`config.mk`:
```
export PLATFORM = sky130hd
export DESIGN_NAME = cache_mem_arbiter
export DESIGN_NICKNAME = d
export VERILOG_FILES = /design/src/rtl/cache_arb_pkg.sv /design/src/rtl/cache_arb_tag_pool.sv /design/src/rtl/cache_mem_arbiter.sv
export SDC_FILE = /design/constraint.sdc
export NUM_CORES = 1
export LEC_CHECK = 0
export CELL_PAD_IN_SITES_DETAIL_PLACEMENT = 1
export CELL_PAD_IN_SITES_GLOBAL_PLACEMENT = 1
export CORE_AREA = 2 2 212 214
export CTS_CLUSTER_SIZE = 14
export DETAILED_ROUTE_END_ITERATION = 12
export DIE_AREA = 0 0 214 216
export HOLD_SLACK_MARGIN = 0.12
export PLACE_DENSITY_LB_ADDON = 0.08
export SLEW_MARGIN = 10
export SYNTH_ARGS = -nofsm -noshare
export SYNTH_HDL_FRONTEND = slang
export SYNTH_SLANG_ARGS = --single-unit
```
`constraint.sdc`:
```
create_clock -name clk -period 4.05 [get_ports clk]
set_clock_uncertainty 0.05 [all_clocks]
set_input_delay 0.81 -clock clk [delete_from_list [all_inputs] [get_ports clk]]
set_output_delay 0.81 -clock clk [all_outputs]
set_load 0.005 [all_outputs]
```
`src/rtl/cache_arb_pkg.sv`:
```
// Shared types for the cache/memory bus arbiter: FSM states, requester ids and
// the transaction tag layout {requester id, slot}.
package cache_arb_pkg;

    localparam int ARB_LOGOUTSTANDING = 2;

    localparam logic REQ_INSTR = 1'b0;
    localparam logic REQ_DATA  = 1'b1;

    typedef enum logic [1:0] {
        IDLE,
        ADDR,
        WDATA
    } arb_state_t;

    typedef struct packed {
        logic                          id;
        logic [ARB_LOGOUTSTANDING-1:0] slot;
    } tag_t;

endpackage

```
`src/rtl/cache_arb_tag_pool.sv`:
```
// Per-requester tag slot bitmap: hands out the lowest free slot and accepts a
// mask of slots to release. Allocation always sees the bitmap before frees.
module cache_arb_tag_pool
    import cache_arb_pkg::*;
#(
    parameter int LOGOUTSTANDING = ARB_LOGOUTSTANDING
) (
    input  logic                             clk,
    input  logic                             reset,
    input  logic                             alloc,
    input  logic [(1<<LOGOUTSTANDING)-1:0]   free_mask,
    output logic [LOGOUTSTANDING-1:0]        alloc_slot,
    output logic [(1<<LOGOUTSTANDING)-1:0]   busy,
    output logic                             full
);

    localparam int NSLOT = 1 << LOGOUTSTANDING;

    // Scan from the top so the lowest free index wins.
    always_comb begin
        alloc_slot = '0;
        for (int i = NSLOT - 1; i >= 0; i--) begin
            if (!busy[i]) begin
                alloc_slot = LOGOUTSTANDING'(i);
            end
        end
    end

    assign full = &busy;

    always_ff @(posedge clk) begin
        if (reset) begin
            busy <= '0;
        end else begin
            busy <= busy & ~free_mask;
            if (alloc && !full) begin
                busy[alloc_slot] <= 1'b1;
            end
        end
    end

endmodule

```
`src/rtl/cache_mem_arbiter.sv`:
```
// Round-robin memory bus arbiter for the I-cache and D-cache miss paths.
// Optional CACHE_ARB_TAGCHECK_EN drops responses to unallocated/write tags and flags err_stray.
module cache_mem_arbiter
    import cache_arb_pkg::*;
#(
    parameter int WIDTH          = 64,
    parameter int LOGLINESIZE    = 3,
    parameter int LOGOUTSTANDING = ARB_LOGOUTSTANDING
) (
    input  logic                          clk,
    input  logic                          reset,
    input  logic [1:0]                    req_valid,
    input  logic [1:0]                    req_write,
    input  logic [1:0][WIDTH-1:0]         req_addr,
    output logic [1:0]                    req_ready,
    input  logic [1:0][WIDTH-1:0]         req_wdata,
    output logic [1:0]                    wbeat_ready,
    output logic [LOGLINESIZE-1:0]        wbeat_idx,
    output logic [1:0]                    resp_valid,
    output logic [WIDTH-1:0]              resp_data,
    output logic                          resp_last,
    output logic                          bus_req,
    input  logic                          bus_reqack,
    output logic [LOGOUTSTANDING:0]       bus_reqtag,
    output logic [WIDTH-1:0]              bus_reqaddr,
    output logic                          bus_reqwrite,
    output logic [WIDTH-1:0]              bus_reqdata,
    input  logic                          bus_resp,
    input  logic [LOGOUTSTANDING:0]       bus_resptag,
    input  logic [WIDTH-1:0]              bus_respdata,
    output logic                          bus_respack,
    output logic                          err_stray
);

    localparam int TW    = LOGOUTSTANDING + 1;
    localparam int NSLOT = 1 << LOGOUTSTANDING;
    localparam int NTAG  = 1 << TW;
    localparam logic [LOGLINESIZE-1:0] LAST_BEAT = {LOGLINESIZE{1'b1}};
    localparam logic [WIDTH-1:0] LINE_MASK = {{(WIDTH-LOGLINESIZE){1'b1}}, {LOGLINESIZE{1'b0}}};

    arb_state_t               state;
    logic                     last_grant;
    tag_t                     cur_tag;
    logic [WIDTH-1:0]         cur_addr;
    logic                     cur_write;
    logic                     bus_req_q;
    logic [LOGLINESIZE-1:0]   wbeat_cnt;

    logic [1:0]                      eligible;
    logic [1:0]                      full;
    logic [1:0][NSLOT-1:0]           busy;
    logic [1:0][LOGOUTSTANDING-1:0]  alloc_slot;
    logic [1:0][NSLOT-1:0]           free_mask;
    logic                            grant_valid;
    logic                            grant_id;
    logic                            in_wdata;

    tag_t                            rtag;
    logic [NTAG-1:0][LOGLINESIZE-1:0] rbeat;
    logic                            tag_known;
    logic                            resp_take;
    logic                            resp_last_beat;

    assign eligible = req_valid & ~full;

    // On a tie, the requester not granted last time goes first.
    always_comb begin
        grant_valid = 1'b0;
        grant_id    = REQ_INSTR;
        if (!reset && state == IDLE) begin
            if (&eligible) begin
                grant_valid = 1'b1;
                grant_id    = ~last_grant;
            end else if (eligible[REQ_INSTR]) begin
                grant_valid = 1'b1;
                grant_id    = REQ_INSTR;
            end else if (eligible[REQ_DATA]) begin
                grant_valid = 1'b1;
                grant_id    = REQ_DATA;
            end
        end
    end

    assign req_ready = {grant_valid & grant_id, grant_valid & ~grant_id};

    for (genvar k = 0; k < 2; k++) begin : g_pool
        cache_arb_tag_pool #(
            .LOGOUTSTANDING(LOGOUTSTANDING)
        ) u_pool (
            .clk       (clk),
            .reset     (reset),
            .alloc     (req_ready[k]),
            .free_mask (free_mask[k]),
            .alloc_slot(alloc_slot[k]),
            .busy      (busy[k]),
            .full      (full[k])
        );
    end

    always_ff @(posedge clk) begin
        if (reset) begin
            state      <= IDLE;
            last_grant <= 1'b1;
            cur_tag    <= '0;
            cur_addr   <= '0;
            cur_write  <= 1'b0;
            bus_req_q  <= 1'b0;
            wbeat_cnt  <= '0;
        end else begin
            unique case (state)
                IDLE: begin
                    if (grant_valid) begin
                        last_grant <= grant_id;
                        cur_tag    <= '{id: grant_id, slot: alloc_slot[grant_id]};
                        cur_addr   <= req_addr[grant_id] & LINE_MASK;
                        cur_write  <= req_write[grant_id];
                        bus_req_q  <= 1'b1;
                        state      <= ADDR;
                    end
                end
                ADDR: begin
                    if (bus_reqack) begin
                        wbeat_cnt <= '0;
                        if (cur_write) begin
                            state <= WDATA;
                        end else begin
                            state     <= IDLE;
                            bus_req_q <= 1'b0;
                        end
                    end
                end
                WDATA: begin
                    if (bus_reqack) begin
                        wbeat_cnt <= wbeat_cnt + 1'b1;
                        if (wbeat_cnt == LAST_BEAT) begin
                            state     <= IDLE;
                            bus_req_q <= 1'b0;
                        end
                    end
                end
                default: state <= IDLE;
            endcase
        end
    end

    assign in_wdata     = !reset && state == WDATA;
    assign bus_req      = bus_req_q & ~reset;
    assign bus_reqtag   = reset ? '0 : cur_tag;
    assign bus_reqaddr  = reset ? '0 : cur_addr;
    assign bus_reqwrite = cur_write & ~reset;
    assign wbeat_idx    = reset ? '0 : wbeat_cnt;
    assign bus_reqdata  = in_wdata ? req_wdata[cur_tag.id] : '0;
    assign wbeat_ready  = {in_wdata & bus_reqack & cur_tag.id, in_wdata & bus_reqack & ~cur_tag.id};

    assign rtag = bus_resptag;

`ifdef CACHE_ARB_TAGCHECK_EN
    logic [NTAG-1:0] write_tag;
    logic            stray_q;

    assign tag_known = busy[rtag.id][rtag.slot] && !write_tag[bus_resptag];

    always_ff @(posedge clk) begin
        if (reset) begin
            write_tag <= '0;
            stray_q   <= 1'b0;
        end else begin
            if (grant_valid) begin
                write_tag[{grant_id, alloc_slot[grant_id]}] <= req_write[grant_id];
            end
            if (bus_resp && !tag_known) begin
                stray_q <= 1'b1;
            end
        end
    end

    assign err_stray = stray_q & ~reset;
`else
    assign tag_known = 1'b1;
    assign err_stray = 1'b0;
`endif

    assign resp_take      = bus_resp && !reset && tag_known;
    assign resp_last_beat = resp_take && rbeat[bus_resptag] == LAST_BEAT;
    assign bus_respack    = bus_resp & ~reset;
    assign resp_valid     = {resp_take & rtag.id, resp_take & ~rtag.id};
    assign resp_data      = resp_take ? bus_respdata : '0;
    assign resp_last      = resp_last_beat;

    // A write tag frees on its last acked beat, a fill tag on its last response beat.
    always_comb begin
        free_mask = '0;
        if (in_wdata && bus_reqack && wbeat_cnt == LAST_BEAT) begin
            free_mask[cur_tag.id][cur_tag.slot] = 1'b1;
        end
        if (resp_last_beat) begin
            free_mask[rtag.id][rtag.slot] = 1'b1;
        end
    end

    always_ff @(posedge clk) begin
        if (reset) begin
            rbeat <= '0;
        end else if (resp_take) begin
            if (rbeat[bus_resptag] == LAST_BEAT) begin
                rbeat[bus_resptag] <= '0;
            end else begin
                rbeat[bus_resptag] <= rbeat[bus_resptag] + 1'b1;
            end
        end
    end

endmodule

```
==> flow_summary_export.csv, run 1 <==
group,metric,value,unit
yosys,yosys-top-cells-area,"dfxtp_1 (32%), mux2i_1 (13%), a221o_1 (9.6%)",
clock_network,tritoncts,"built",
flow_run,maxCapViolCount,0,
yosys,yosysTopAreaCell,"dfxtp_1",
setup_path,cp-start-kind,"primary input",
routing,wl_per_cell,20.39,um
yosys,netlist-cell-type-count,52,
timing,fin_setup_tns,0,ns
routing,drt-initial-drc-count,198,
layout,final_net_count,1573,
die,fp.dieW,214,um
yosys,ys.flop_type,"dfxtp_1",
yosys,syn_inst,749,
grt,grt_pass1_vias,8081,
yosys,syn_area,0.006476,mm2
clock_network,clkLatencyLatePin,0.36,ns
setup_path,worstSetupEndpointType,"output pin",
clock_network,clkSinkCount,104,
setup_path,path_max_fanout,5,
routing,viasPerCell,4.108,
timing,grt_setup_unrepaired,"false",
yosys,avgSynthCellArea,8.646,um2
setup_path,cp.required,3.19,ns
yosys,synthArstFlopShare,0,%
placed_design,place_congestion,0.8842,
power_and_ir_drop,p_per_area,261.9,mW/mm2
hold_path,hold_class,"reg2reg",
placed_design,port_buffers,529,
clock_network,cts_buffers,9,
grt,antenna_found_initial,6,
grt,grt_pass1_wl,54.88,mm
clock_network,cts.clk_slew.worst_paths,0.07,ns
yosys,synth_compound_area_share,13.70,%
placed_design,dp_slack,-0.1200,ns
setup_path,cp.arrival,3.06,ns
clock_network,cts-root-buf,"clkbuf_16",
grt,grt_overflow,0,
timing,fin_ws,0.1290,ns
timing,hold_viol_final,0,
grt,met2_usage,28.70,%
yosys,ys_ff_latch,104,
die,die_h,216,um
setup_path,crit_type,"in2out",
layout,syn2layout_area_growth,96.04,%
layout,finalNonFillerCells,1830,
timing,max_freq,255.0,MHz
yosys,yosys_warnings,0,
layout,layout-drive-gt1-share,4.281,%
clock_network,ctsLongestPathBuffers,2,
layout,fin_util,28.96,%
grt,grt_max_degree,73,
timing,worst_pin_slew,0.8371,ns
timing,finalSetupViolCount,0,
routing,via_count,7517,
routing,drc,0,
die,initial_core_util,14.77,%
yosys,synth-adder-area-share,1.739,%
grt,grt_usage,15.84,%
layout,final_cell_area,0.01270,mm2
routing,ant_nets,0,
power_and_ir_drop,ir_drop,0.0001551,V
yosys,synthXorXnorAreaFrac,0,%
clock_network,post_cts_buffers,0,
yosys,yosys.area_share.simple,30.20,%
power_and_ir_drop,power_leakage,0.004846,uW
grt,met1_usage,17.73,%
run_status,status,"complete, no violations",
yosys,synth.yosys.seq_area_share,32.15,%
placed_design,place_area,0.01236,mm2
yosys,synthMuxAreaShare,15.90,%
timing,layout_min_cycle_time,3.921,ns
yosys,synth_top_family_by_area,"simple AND/OR/NAND/NOR gates",
setup_path,rrSetupSlack,1.45,ns
die,ios,540,
timing,post-route-period-util,96.81,%
yosys,synth-edff-count,0,
grt,busiest_layer,"met2",
routing,drt-total-wl,37.32,mm
placed_design,dp_cells,1814,
die,core-area,0.04384,mm2
die,die_area,0.04622,mm2
clock_network,cts.htree.levels,3,
placed_design,hpwl,29.05,mm
timing,maxSlewHeadroom,44.19,%
layout,insertedDiodeCount,0,
grt,use_met3,6.089,%
routing,first_pass_iters,4,
timing,maxSlewViolCount,0,
die,rows,77,
yosys,synth.top_cell.area_share,32.15,%
cell type report:
type | instances | area [um2]
clock buffers | 11 | 252.7
flip-flops and latches | 104 | 2086
repair buffers | 550 | 5478
inverters | 10 | 37.54
clock inverters | 5 | 85.08
well taps | 592 | 740.7
fillers | 5070 | 31140
multi-input cells | 558 | 4016
path summary, 6_finish.rpt:
| check | end | depth (start not counted) | from |
|---|---|---|---|
| min | rbeat[18]$_SDFFE_PP0P_ | 2 | rbeat[18]$_SDFFE_PP0P_ |
| max | resp_last | 8 | bus_resptag[0] |
| max reg2reg | cur_addr[28]$_SDFFE_PP0P_ | 8 | state[1]$_SDFFE_PP0P_ |
| min reg2reg | rbeat[18]$_SDFFE_PP0P_ | 2 | rbeat[18]$_SDFFE_PP0P_ |
critical path, cell delays in order:
cell             delay [ns]
clkdlybuf4s50_1        0.47
buf_6                  0.13
mux4_1                 0.55
mux2_2                 0.29
ha_1                   0.21
ha_1                   0.20
and2_1                 0.13
dlygate4sd2_1          0.27
timing repair:
action,in CTS,in global routing
hold buffers,0,0
setup endpoints to repair,1,0
gates resized for setup,3,0
cell usage after synthesis, drive strengths merged (2+ instances only):
library cell	number
o21ai	5
and2	69
nand4b	3
nand3	11
nand4	8
ha	9
inv	10
dfxtp	104
and3	66
a32oi	2
a211o	2
nor3	2
mux4	6
a21oi	11
mux2i	83
nand2b	4
or3b	2
o211ai	3
buf	29
o32ai	2
a221o	62
clkbuf	51
o22ai	2
nor2b	74
nor2	83
o31ai	2
nand3b	4
nand2	20
mux2	4
layer usage:
| metal | up-vias | routed length, um |
|---|---|---|
| li1 | 3624 | - |
| met1 | 3519 | 15030 |
| met2 | 340 | 18650 |
| met3 | 24 | 3322 |
| met4 | 10 | 247 |
| met5 | - | 66 |
stage by stage:
| step | hold WS [ns] | power [uW] |
|---|---|---|
| 2_1_floorplan | 0.3799 | 1676 |
| 3_3_place_gp | 0.3939 | 2332 |
| 3_5_place_dp | 0.4032 | 2339 |
| 4_1_cts | 0.4162 | 3414 |
| 5_1_grt | 0.4348 | 3528 |
| 6_report | 0.4109 | 3324 |
cells by family (layout without fill, tap and decap cells):
| group | after synthesis | in the layout |
|---|---|---|
| and+or+nand+nor | 352 | 352 |
| muxes | 93 | 93 |
| DFF | 104 | 104 |
| buffers and inverters | 90 | 576 |
| adders and majority gates | 9 | 9 |
| AOI/OAI and AO/OA | 100 | 100 |
| other | 1 | 4 |
layout by cell type (no fill, tap or decap), types with 10 or more instances in the layout:
cell and count:
buf_4 19, nand2_1 20, and3_1 65, nand3_1 11, mux2i_1 83, nor2_1 83, a21oi_1 10, clkdlybuf4s50_1 527
dfxtp_1 103, a221o_1 62, and2_1 68, inv_1 10, nor2b_1 73
flip-flops by register name, summed over array words and instances (netlist names):
signal              count
last_grant              1
g_pool.u_pool.busy      8
rbeat                  24
cur_write               1
cur_tag                 3
wbeat_cnt               3
state                   2
bus_req_q               1
cur_addr               61
where the power goes:
part	internal, uW	leakage, uW	switching, uW
Sequential	1140	0.000853	72.9
Combinational	680	0.00383	404
Clock	582	0.000163	446
Total	2400	0.00485	923
(Power assumes the default switching activity.)
==> inputs of run 2 (changes only) <==
- CTS_CLUSTER_SIZE: 14 -> 8
==> results of run 2 <==
No change in the layout: final DEF, timing and power equal those of run 1.
==> inputs of run 3 (changes only) <==
- CORE_AREA: 2 2 212 214 -> 5 5 209 211
- PLACE_DENSITY: default -> 0.62
- PLACE_DENSITY_LB_ADDON: 0.08 -> default
==> run 3 against run 2 <==
  * Critical path depth did not move
  * Power fell by 3.2%
  * Sequential cell count did not move
  * Critical path type unchanged
  * Largest power group unchanged
==> flow_summary_export.csv, run 3 (same netlist as run 1, synthesis figures left out) <==
group,metric,value,unit
run_status,status,"complete, no violations",
grt,busiest_layer,"met2",
routing,first_pass_iters,5,
grt,met1_usage,16.08,%
routing,viasPerCell,4.252,
placed_design,place_congestion,0.8041,
timing,finalSetupViolCount,0,
routing,drt-total-wl,35.48,mm
timing,layout_min_cycle_time,3.912,ns
power_and_ir_drop,ir_drop,0.0002800,V
setup_path,cp.required,3.19,ns
setup_path,cp-start-kind,"primary input",
routing,ant_nets,0,
setup_path,cpPeakStageDelay,0.56,ns
setup_path,cp.arrival,3.05,ns
clock_network,cts.htree.levels,3,
grt,grt_overflow,0,
power_and_ir_drop,fin_total_pwr,3217,uW
grt,grt_pass1_vias,8248,
timing,hold_slack,0.4121,ns
die,rows,75,
timing,maxSlewViolCount,0,
timing,fin_setup_tns,0,ns
timing,post-route-period-util,96.58,%
layout,largestRegisters,"cur_addr (61), rbeat (24), g_pool.u_pool.busy (8)",
layout,final_cell_mix,"clkdlybuf4s50_1 (527), dfxtp_1 (103), mux2i_1 (83), nor2_1 (83), nor2b_1 (73)",
routing,drc,0,
layout,final_common_cell,"clkdlybuf4s50_1",
layout,final_net_count,1575,
setup_path,cpMaxStageDelayCell,"mux4_1",
setup_path,crit_type,"in2out",
layout,syn2layout_area_growth,94.71,%
die,core-area,0.04157,mm2
grt,use_met3,5.241,%
die,initial_core_util,15.58,%
clock_network,cts-root-buf,"clkbuf_16",
power_and_ir_drop,p_per_area,255.1,mW/mm2
setup_path,cp_common_cell,"ha_1",
placed_design,hpwl,28.28,mm
timing,worst_pin_slew,0.8395,ns
flow_run,maxCapViolCount,0,
layout,fin_util,30.33,%
timing,hold_viol_final,0,
routing,via_count,7568,
die,die_h,216,um
grt,grt_pass1_wl,52.58,mm
grt,grt_usage,14.59,%
timing,maxSlewHeadroom,44.03,%
clock_network,post_cts_buffers,0,
setup_path,cp_cell_sequence,"clkdlybuf4s50_1, buf_4, mux4_1, mux2_2, ha_1, ha_1, and2_1, dlygate4sd2_1",
die,ios,540,
die,fp.dieW,214,um
placed_design,port_buffers,529,
clock_network,cts_buffers,9,
clock_network,ctsLongestPathBuffers,2,
setup_path,rr_worst_depth,8,
grt,grt_max_degree,67,
setup_path,cpLargestDelayFamily,"buffers and inverters",
routing,drt-initial-drc-count,278,
power_and_ir_drop,power_leakage,0.004849,uW
clock_network,cts.clk_slew.worst_paths,0.08,ns
hold_path,hold_class,"reg2reg",
clock_network,tritoncts,"built",
grt,antenna_found_initial,4,
clock_network,clkLatencyLatePin,0.36,ns
timing,max_freq,255.7,MHz
clock_network,clkSinkCount,104,
setup_path,worstSetupEndpointType,"output pin",
grt,met2_usage,26.47,%
layout,largest_reg_flops,61,
setup_path,crit_cells,8,
setup_path,cp.buffers_inverters,3,
routing,wl_per_cell,19.93,um
setup_path,path_max_fanout,5,
layout,max_flop_register,"cur_addr",
hold_path,hold_depth,2,
timing,grt_setup_unrepaired,"false",
die,die_area,0.04622,mm2
layout,layout-drive-gt1-share,4.355,%
==> run 3: cell types whose count changed in the layout (fill, tap and decap cells not counted), sizes merged <==
cell	previous run	this run
clkinv	0	3
buf	22	24
bufinv	2	0
clkinvlp	1	0
diode	0	1
==> run 3: power breakdown <==
group / internal [uW] / switching [uW]
sequential: 1140 / 66.5
clock: 462 / 463
combinational: 682 / 403
total: 2280 / 932
==> run 3: cell type report <==
class	instances	area [um2]
Antenna cell	1	2.502
Clock buffer	11	252.7
Clock inverter	5	47.55
Fill cell	4840	28960
Inverter	10	37.54
Multi-Input combinational cell	558	4020
Sequential cell	104	2086
Tap cell	539	674.4
Timing Repair Buffer	552	5489
==> run 3: final timing paths <==
check | start | end | slack [ns]
hold / removal | rbeat[15]$_SDFFE_PP0P_ | rbeat[15]$_SDFFE_PP0P_ | 0.41
setup reg to reg | state[0]$_SDFFE_PP0P_ | cur_addr[33]$_SDFFE_PP0P_ | 1.48
setup / recovery | bus_resptag[0] | resp_last | 0.14
hold reg to reg | rbeat[15]$_SDFFE_PP0P_ | rbeat[15]$_SDFFE_PP0P_ | 0.41
==> run 3: per-stage QoR <==
step / setup WS [ns] / cell area, um2 / std cells
final: 0.1384 / 12610 / 1780
after detailed placement: -0.06385 / 12310 / 1763
after floorplan: 0.7954 / 6487 / 752
after global routing: 0.04417 / 12610 / 1780
after global placement: -0.06872 / 12310 / 1763
after CTS: 0.1244 / 12610 / 1779
==> run 3: tightest hold or removal path, delay by kind of cell (launching register included) <==
family / cells / cell delay [ns]
DFF: 1 / 0.31
and+or+nand+nor: 1 / 0.05
muxes: 1 / 0.05
==> run 3: timing repair <==
| action | 4_1_cts | 5_1_grt |
|---|---|---|
| setup endpoints to repair | 1 | 0 |
| gates resized for setup | 1 | 0 |
| hold buffers | 0 | 0 |
==> run 3: metal layers <==
layer,part of all wire (%),wire length [um]
met1,39,13880
met2,51,17920
met3,8.3,2940
met4,2.1,737
met5,0,0
